<file path="config.mk">
export PLATFORM = sky130hd
export DESIGN_NAME = hazard_ctrl_flat
export DESIGN_NICKNAME = d
export VERILOG_FILES = /design/src/rtl/hazard_ctrl_if.sv /design/src/rtl/hazard_ctrl.sv /design/src/flat_wrapper.sv
export SDC_FILE = /design/constraint.sdc
export NUM_CORES = 1
export LEC_CHECK = 0
export CORE_MARGIN = 4
export CORE_UTILIZATION = 51
export CTS_BUF_LIST = sky130_fd_sc_hd__clkbuf_16
export CTS_CLUSTER_SIZE = 20
export DETAILED_ROUTE_END_ITERATION = 12
export PLACE_DENSITY = 0.84
export SETUP_SLACK_MARGIN = 0.1
export SKIP_LAST_GASP = 1
export SLEW_MARGIN = 15
export SYNTH_ARGS = -nofsm -noshare
export SYNTH_HDL_FRONTEND = slang
export SYNTH_SLANG_ARGS = --single-unit
</file>
<file path="constraint.sdc">
create_clock -name clk -period 3.84 [get_ports clk]
set_clock_uncertainty 0.15 [all_clocks]
set_input_delay 0.768 -clock clk [delete_from_list [all_inputs] [get_ports clk]]
set_output_delay 0.768 -clock clk [all_outputs]
set_load 0.05 [all_outputs]
</file>
<file path="src/rtl/hazard_ctrl_if.sv">
// Pipeline-to-hazard-unit bundle: ID/EX/MEM hazard sources in, stall/flush controls out.
// The pipeline side is the master; the hazard unit is the slave.
interface hazard_ctrl_if #(
  parameter int REG_W  = 5,
  parameter int PERF_W = 32
);
  logic [REG_W-1:0]  id_rs;
  logic [REG_W-1:0]  id_rt;
  logic              id_uses_rt;
  logic              id_is_branch;
  logic              id_uses_md;
  logic              br_taken;
  logic              ex_memread;
  logic              ex_regwrite;
  logic [REG_W-1:0]  ex_wreg;
  logic              mem_memread;
  logic [REG_W-1:0]  mem_wreg;
  logic              md_start;
  logic              hold;
  logic              idex_bubble;
  logic              ifid_flush;
  logic              md_busy;
  logic [PERF_W-1:0] stall_cnt;

  modport master (
    output id_rs, id_rt, id_uses_rt, id_is_branch, id_uses_md, br_taken,
           ex_memread, ex_regwrite, ex_wreg, mem_memread, mem_wreg, md_start,
    input  hold, idex_bubble, ifid_flush, md_busy, stall_cnt
  );

  modport slave (
    input  id_rs, id_rt, id_uses_rt, id_is_branch, id_uses_md, br_taken,
           ex_memread, ex_regwrite, ex_wreg, mem_memread, mem_wreg, md_start,
    output hold, idex_bubble, ifid_flush, md_busy, stall_cnt
  );
endinterface

</file>
<file path="src/rtl/hazard_ctrl.sv">
// Hazard control for the 5-stage MIPS pipeline: load-use, branch-in-ID and mul/div
// busy detection, driving PC/IF-ID hold, ID/EX bubble and IF/ID flush.
module hazard_ctrl #(
  parameter int REG_W      = 5,
  parameter int MD_LATENCY = 32,
  parameter int MD_CNT_W   = 6,
  parameter int PERF_W     = 32
) (
  input  logic          clk,
  input  logic          rst,
  hazard_ctrl_if.slave  bus
);

  typedef enum logic {
    RUN   = 1'b0,
    LD_BR = 1'b1
  } state_t;

  state_t              r_state;
  logic [MD_CNT_W-1:0] r_md_cnt;
  logic                r_md_busy;
  logic [PERF_W-1:0]   r_stall_cnt;

  logic w_ex_match;
  logic w_mem_match;
  logic w_lu;
  logic w_brx;
  logic w_brm;
  logic w_mdh;
  logic w_stall;

  // A nonzero destination equal to a nonzero source is a match; $0 never hazards.
  assign w_ex_match  = (bus.ex_wreg != '0) &&
                       ((bus.ex_wreg == bus.id_rs) ||
                        (bus.id_uses_rt && (bus.ex_wreg == bus.id_rt)));
  assign w_mem_match = (bus.mem_wreg != '0) &&
                       ((bus.mem_wreg == bus.id_rs) ||
                        (bus.id_uses_rt && (bus.mem_wreg == bus.id_rt)));

  assign w_lu  = bus.ex_memread & w_ex_match;
  assign w_brx = bus.id_is_branch & bus.ex_regwrite & ~bus.ex_memread & w_ex_match;
  assign w_brm = bus.id_is_branch & bus.mem_memread & w_mem_match;
  assign w_mdh = bus.id_uses_md & r_md_busy;

  // LD_BR covers the second cycle of a load feeding a branch compare.
  assign w_stall = ~rst & (w_lu | w_brx | w_brm | w_mdh | (r_state == LD_BR));

  assign bus.hold        = w_stall;
  assign bus.idex_bubble = w_stall;
  assign bus.ifid_flush  = ~rst & bus.br_taken & ~w_stall;
  assign bus.md_busy     = r_md_busy;
  assign bus.stall_cnt   = r_stall_cnt;

  always_ff @(posedge clk or posedge rst) begin
    if (rst) begin
      r_state <= RUN;
    end else begin
      case (r_state)
        RUN:     r_state <= (w_lu && bus.id_is_branch) ? LD_BR : RUN;
        LD_BR:   r_state <= RUN;
        default: r_state <= RUN;
      endcase
    end
  end

  // Busy for MD_LATENCY cycles: count runs MD_LATENCY-1 down to 0 while busy.
  always_ff @(posedge clk or posedge rst) begin
    if (rst) begin
      r_md_cnt  <= '0;
      r_md_busy <= 1'b0;
    end else if (bus.md_start) begin
      r_md_cnt  <= MD_CNT_W'(MD_LATENCY - 1);
      r_md_busy <= 1'b1;
    end else if (r_md_busy) begin
      if (r_md_cnt == '0) begin
        r_md_busy <= 1'b0;
      end else begin
        r_md_cnt <= r_md_cnt - 1'b1;
      end
    end
  end

  always_ff @(posedge clk or posedge rst) begin
    if (rst) begin
      r_stall_cnt <= '0;
    end else if (w_stall) begin
      r_stall_cnt <= r_stall_cnt + 1'b1;
    end
  end

endmodule

</file>
<file path="src/flat_wrapper.sv">
// flat-port wrapper written by rule: the top's interface ports become plain ports
module hazard_ctrl_flat 
#(
  parameter int REG_W      = 5,
  parameter int MD_LATENCY = 32,
  parameter int MD_CNT_W   = 6,
  parameter int PERF_W     = 32
)
  (clk, rst, bus_id_rs, bus_id_rt, bus_id_uses_rt, bus_id_is_branch, bus_id_uses_md, bus_br_taken, bus_ex_memread, bus_ex_regwrite, bus_ex_wreg, bus_mem_memread, bus_mem_wreg, bus_md_start, bus_hold, bus_idex_bubble, bus_ifid_flush, bus_md_busy, bus_stall_cnt);
  hazard_ctrl_if #(.REG_W(REG_W), .PERF_W(PERF_W)) bus_i ();
  input  logic clk;
  input  logic rst;
  input wire logic [$bits(bus_i.id_rs)-1:0] bus_id_rs;
  input wire logic [$bits(bus_i.id_rt)-1:0] bus_id_rt;
  input wire logic [$bits(bus_i.id_uses_rt)-1:0] bus_id_uses_rt;
  input wire logic [$bits(bus_i.id_is_branch)-1:0] bus_id_is_branch;
  input wire logic [$bits(bus_i.id_uses_md)-1:0] bus_id_uses_md;
  input wire logic [$bits(bus_i.br_taken)-1:0] bus_br_taken;
  input wire logic [$bits(bus_i.ex_memread)-1:0] bus_ex_memread;
  input wire logic [$bits(bus_i.ex_regwrite)-1:0] bus_ex_regwrite;
  input wire logic [$bits(bus_i.ex_wreg)-1:0] bus_ex_wreg;
  input wire logic [$bits(bus_i.mem_memread)-1:0] bus_mem_memread;
  input wire logic [$bits(bus_i.mem_wreg)-1:0] bus_mem_wreg;
  input wire logic [$bits(bus_i.md_start)-1:0] bus_md_start;
  output wire logic [$bits(bus_i.hold)-1:0] bus_hold;
  output wire logic [$bits(bus_i.idex_bubble)-1:0] bus_idex_bubble;
  output wire logic [$bits(bus_i.ifid_flush)-1:0] bus_ifid_flush;
  output wire logic [$bits(bus_i.md_busy)-1:0] bus_md_busy;
  output wire logic [$bits(bus_i.stall_cnt)-1:0] bus_stall_cnt;
  assign bus_i.id_rs = bus_id_rs;
  assign bus_i.id_rt = bus_id_rt;
  assign bus_i.id_uses_rt = bus_id_uses_rt;
  assign bus_i.id_is_branch = bus_id_is_branch;
  assign bus_i.id_uses_md = bus_id_uses_md;
  assign bus_i.br_taken = bus_br_taken;
  assign bus_i.ex_memread = bus_ex_memread;
  assign bus_i.ex_regwrite = bus_ex_regwrite;
  assign bus_i.ex_wreg = bus_ex_wreg;
  assign bus_i.mem_memread = bus_mem_memread;
  assign bus_i.mem_wreg = bus_mem_wreg;
  assign bus_i.md_start = bus_md_start;
  assign bus_hold = bus_i.hold;
  assign bus_idex_bubble = bus_i.idex_bubble;
  assign bus_ifid_flush = bus_i.ifid_flush;
  assign bus_md_busy = bus_i.md_busy;
  assign bus_stall_cnt = bus_i.stall_cnt;
  hazard_ctrl #(.REG_W(REG_W), .MD_LATENCY(MD_LATENCY), .MD_CNT_W(MD_CNT_W), .PERF_W(PERF_W)) u_core (.clk(clk), .rst(rst), .bus(bus_i));
endmodule
</file>
Word-level counts from Yosys, hierarchy flattened. Cells that the tools add are included.

$add $sub $neg: 2. Equal/unequal tests: 5. Mux-type cells: 8. Bitwise logic cells: 18. Reductions and logical operators: 12.

Operators with widths (count): adder 32 x 1 -> 32 bit (second input constant) (1); == test 5 bit (4); 2-to-1 mux 6 bit (3); AND 1 bit (10); nonzero test 5 bit (2); zero test 6 bit (1); subtractor 6 x 1 -> 6 bit (second input constant) (1); logical AND 1 bit (5); 2-to-1 mux 1 bit (4); inverter 1 bit (4); bitwise OR 1 bit (4); logical OR 1 bit (2); != test 2 bit (second input constant) (1); one-hot mux 1 bit (2 select lines) (1); AND reduction 2 bit (1); nonzero test 2 bit (1).

Register bits: 40. Bits of input ports: 30. Output and inout port bits: 36. Logic and storage cells: 49.

Logic depth before layout (Yosys ltp).
Depth after elaboration: 12. Mapped depth: 9.

Least setup slack after synthesis. Ideal clock, no wire load.

Path type: input to output. Start: input port bus_mem_wreg[0]. End: output port bus_ifid_flush. Arrival: 2761 ps. Data required time: 2922 ps. Slack: 161 ps. Cell stages on the path: 4. Path through: or4_1 > o2111ai_1 > nand3_1 > nor3b_1.

Longest elaborated chain between the ends: 11.

RTL lines: start: declaration (RTL line flat_wrapper.sv:23) `input wire logic [$bits(bus_i.mem_wreg)-1:0] bus_mem_wreg;`; == test 5 bit (RTL line hazard_ctrl.sv:38) `(bus.id_uses_rt && (bus.mem_wreg == bus.id_rt)));`; logical AND 1 bit (RTL line hazard_ctrl.sv:38); logical OR 1 bit (RTL line hazard_ctrl.sv:37) `((bus.mem_wreg == bus.id_rs) ||`; logical AND 1 bit (*) (RTL line hazard_ctrl.sv:36) `assign w_mem_match = (bus.mem_wreg != '0) &&`; AND 1 bit (*) (RTL line hazard_ctrl.sv:42) `assign w_brm = bus.id_is_branch & bus.mem_memread & w_mem_match;`; bitwise OR 1 bit (*) (3 in series) (RTL line hazard_ctrl.sv:46) `assign w_stall = ~rst & (w_lu | w_brx | w_brm | w_mdh | (r_state == LD_BR));`; AND 1 bit (*) (RTL line hazard_ctrl.sv:46); inverter 1 bit (*) (RTL line hazard_ctrl.sv:50) `assign bus.ifid_flush = ~rst & bus.br_taken & ~w_stall;`; AND 1 bit (*) (RTL line hazard_ctrl.sv:50); end: declaration (RTL line flat_wrapper.sv:27) `output wire logic [$bits(bus_i.ifid_flush)-1:0] bus_ifid_flush;`.

Every way passes the cells marked *; elsewhere a longest branch is shown, timed or not.

Worst setup path in the final report. Ends and elaborated chain as after synthesis.

==> impl_metrics.json <==
{
  "die-width_um": 75.0,
  "synth_warnings": 0,
  "synth_area_sq_um": 2290,
  "syn_area_per_cell_sq_um": 10.4,
  "cts.reportedPaths.clkPinSlew_ns": 0.05,
  "cp-start-kind": "input pin",
  "worst-endpoint-arrival_ns": 2.71,
  "hold_depth": 1,
  "synthAdderAreaFrac": 0.0164,
  "layout_min_cycle_time_ns": 3.63,
  "gp_congestion": 0.826,
  "crit_path_end_kind": "output pin",
  "post-route-period-util": 0.944,
  "antenna_cells": 0,
  "p_leak_nw": 1.39,
  "finalSetupViolCount": 0,
  "clock_path_buffers": 2,
  "synth_commonest_cells": "dfrtp_1, xnor2_1, xor2_1, nand2_1, nand3_1",
  "die_y_um": 75.0,
  "io_pins": 66,
  "status": "complete, no violations",
  "wirelength_um": 5230,
  "cts_buffers": 5,
  "crit_fanout": 3,
  "hold_start": "u_core.r_state$_DFF_PP0_",
  "fin_area_sq_um": 3200,
  "slew_headroom": 0.630,
  "async_reset_ff_frac": 1.00,
  "drt_iter0_markers": 79,
  "grt_use_total": 0.207,
  "ys_ff_latch": 40,
  "ys.flop_type": "dfrtp_1",
  "dp_slack_ns": 0.246,
  "fin_tns_setup_ns": 0,
  "synthXorXnorAreaFrac": 0.214,
  "antenna_found_initial": 0,
  "reg2regPathDepth": 7,
  "syn_inst": 221,
  "crit_start": "bus_mem_wreg[0]",
  "pwr-share-comb": 0.248,
  "drv_slew": 0,
  "p_int_mw": 1.04,
  "syn_nets": 254,
  "nNetsFinal": 324,
  "synth_top_family_by_area": "simple AND/OR/NAND/NOR gates",
  "required_ns": 2.92,
  "start_util": 0.526,
  "hold_class": "register to register",
  "routedWlPerCell_um": 15.2,
  "route.vias.total": 1817,
  "synth_area_leaders": "dfrtp_1, xnor2_1, xor2_1",
  "tritoncts": "done",
  "ys_seq_area_frac": 0.437,
  "clkPwrFrac": 0.407,
  "rows": 24,
  "synth.area.mux_share": 0,
  "power.net_switching_mw": 0.437,
  "overflow": 0,
  "maxCapViolations": 0,
  "yosysMostFrequentCell": "dfrtp_1",
  "synthSimpleGateAreaFrac": 0.271,
  "die_area_sq_um": 5630,
  "worst_pin_slew_ns": 0.554,
  "p_total_mw": 1.47,
  "cts_sinks": 40,
  "drive_gt1_frac": 0.130,
  "netlist.area_leader.share": 0.437,
  "post_dp_cell_area_sq_um": 2980,
  "synth-edff-count": 0,
  "r2r_start": "u_core.bus.stall_cnt[8]$_DFFE_PP0P_",
  "ys_types": 30,
  "dp.cells": 336,
  "max_freq_mhz": 276,
  "peakVddDrop_mv": 0.444,
  "cts-root-buf": "clkbuf_16",
  "coreArea_sq_um": 4350,
  "antenna_left": 0,
  "post_cts.repair.setup_buffers": 0,
  "synth_compound_area_frac": 0.0268,
  "ctsResizeCount": 0,
  "finalWorstSetupSlack_ns": 0.214,
  "cellPowerDensity_nw_per_um2": 460,
  "port_buffers": 65,
  "rsz0062_at_grt": "false",
  "seqPwrFrac": 0.346,
  "clk_latency_ns": 0.28,
  "dr.pass1.iters": 5,
  "cts_max_level": 2,
  "grt_pass1_wl_um": 8890,
  "via_per_inst": 5.28,
  "grt_pass1_vias": 1886,
  "dp_hpwl_um": 3890,
  "synth.largest_area_cell": "dfrtp_1",
  "stdcell_count": 344,
  "grt_max_degree": 38,
  "final_hold_viol_count": 0,
  "cts_hold_buf": 0,
  "p_sw_frac": 0.297,
  "drc": 0,
  "area_delta_synth_final_pct": 39.7,
  "path_class": "input pin to output pin"
}
per-stage QoR:
| step | utilization | hold slack [ns] |
|---|---|---|
| CTS | 0.735 | 0.288 |
| floorplan | - | 0.259 |
| global placement | 0.685 | 0.270 |
| finish | 0.735 | 0.292 |
| global route | 0.735 | 0.295 |
| detailed placement | 0.685 | 0.281 |
sequential cells by signal, indices dropped and copies added (netlist names):
| name | count |
|---|---|
| u_core.r_md_cnt | 6 |
| u_core.bus.stall_cnt | 32 |
| u_core.bus.md_busy | 1 |
| u_core.r_state | 1 |
cell type report:
type | instances | area (sq um)
Timing Repair Buffer | 67 | 671
Sequential cell | 40 | 1000
Clock inverter | 3 | 90.1
Multi-Input combinational cell | 167 | 1210
Inverter | 10 | 37.5
Clock buffer | 5 | 125
Tap cell | 52 | 65.1
Fill cell | 329 | 1150
logic make-up (layout without fill, tap and decap cells):
logic type	Yosys count	after routing
AO/OA/AOI/OAI	7	7
AND/OR/NAND/NOR	101	101
flip-flops	40	40
buffers and inverters	14	85
adder cells (fa/ha/maj)	3	3
XOR/XNOR	56	56
critical path, cell delays in order:
cell and delay [ns]:
clkdlybuf4s50_1 0.48, or4_1 0.56, o2111ai_1 0.25, nand3_1 0.11
nor3b_1 0.36, buf_12 0.19
layout by cell type, fill, tap and decap left out, types with 2 or more instances in the layout:
master and count:
clkdlybuf4s50_1 62, dfrtp_1 40, xnor2_1 29, xor2_1 27, nand2_1 24, nand3_1 16, nor3_2 15, nor2_1 14
inv_1 9, nor4_2 6, nand2b_1 5, clkbuf_16 5, nor3_1 4, nand4_1 4, and3_1 4, buf_4 4
ha_1 3, bufinv_16 3, or4_1 2, and2_1 2, nor3b_1 2
power by group through the flow:
stage / Combinational [mW] / Sequential (mW) / Clock (mW)
2_1_floorplan: 0.113 / 0.629 / 0
3_3_place_gp: 0.362 / 0.515 / 0
3_5_place_dp: 0.366 / 0.516 / 0
4_1_cts: 0.368 / 0.510 / 0.603
5_1_grt: 0.390 / 0.518 / 0.622
6_report: 0.365 / 0.509 / 0.599
path summary, 6_finish.rpt:
check / to / slack (ns)
worst min-delay path: u_core.r_state$_DFF_PP0_ / 0.29
worst max-delay path: bus_ifid_flush / 0.21
max in group asynchronous: u_core.r_md_cnt[3]$_DFFE_PP0P_ / 2.27
worst min register to register: u_core.r_state$_DFF_PP0_ / 0.29
worst max register to register: u_core.bus.stall_cnt[31]$_DFFE_PP0P_ / 1.68
min in group asynchronous: u_core.r_state$_DFF_PP0_ / 0.59
routing by layer:
| metal | GRT usage | vias up | share of wire |
|---|---|---|---|
| li1 | - | 886 | - |
| met1 | 0.276 | 886 | 0.43 |
| met2 | 0.347 | 34 | 0.52 |
| met3 | 0.0401 | 11 | 0.039 |
| met4 | 0.0534 | 0 | 0.014 |
| met5 | 0 | - | 0 |
Power figures use the tool's default switching activity.
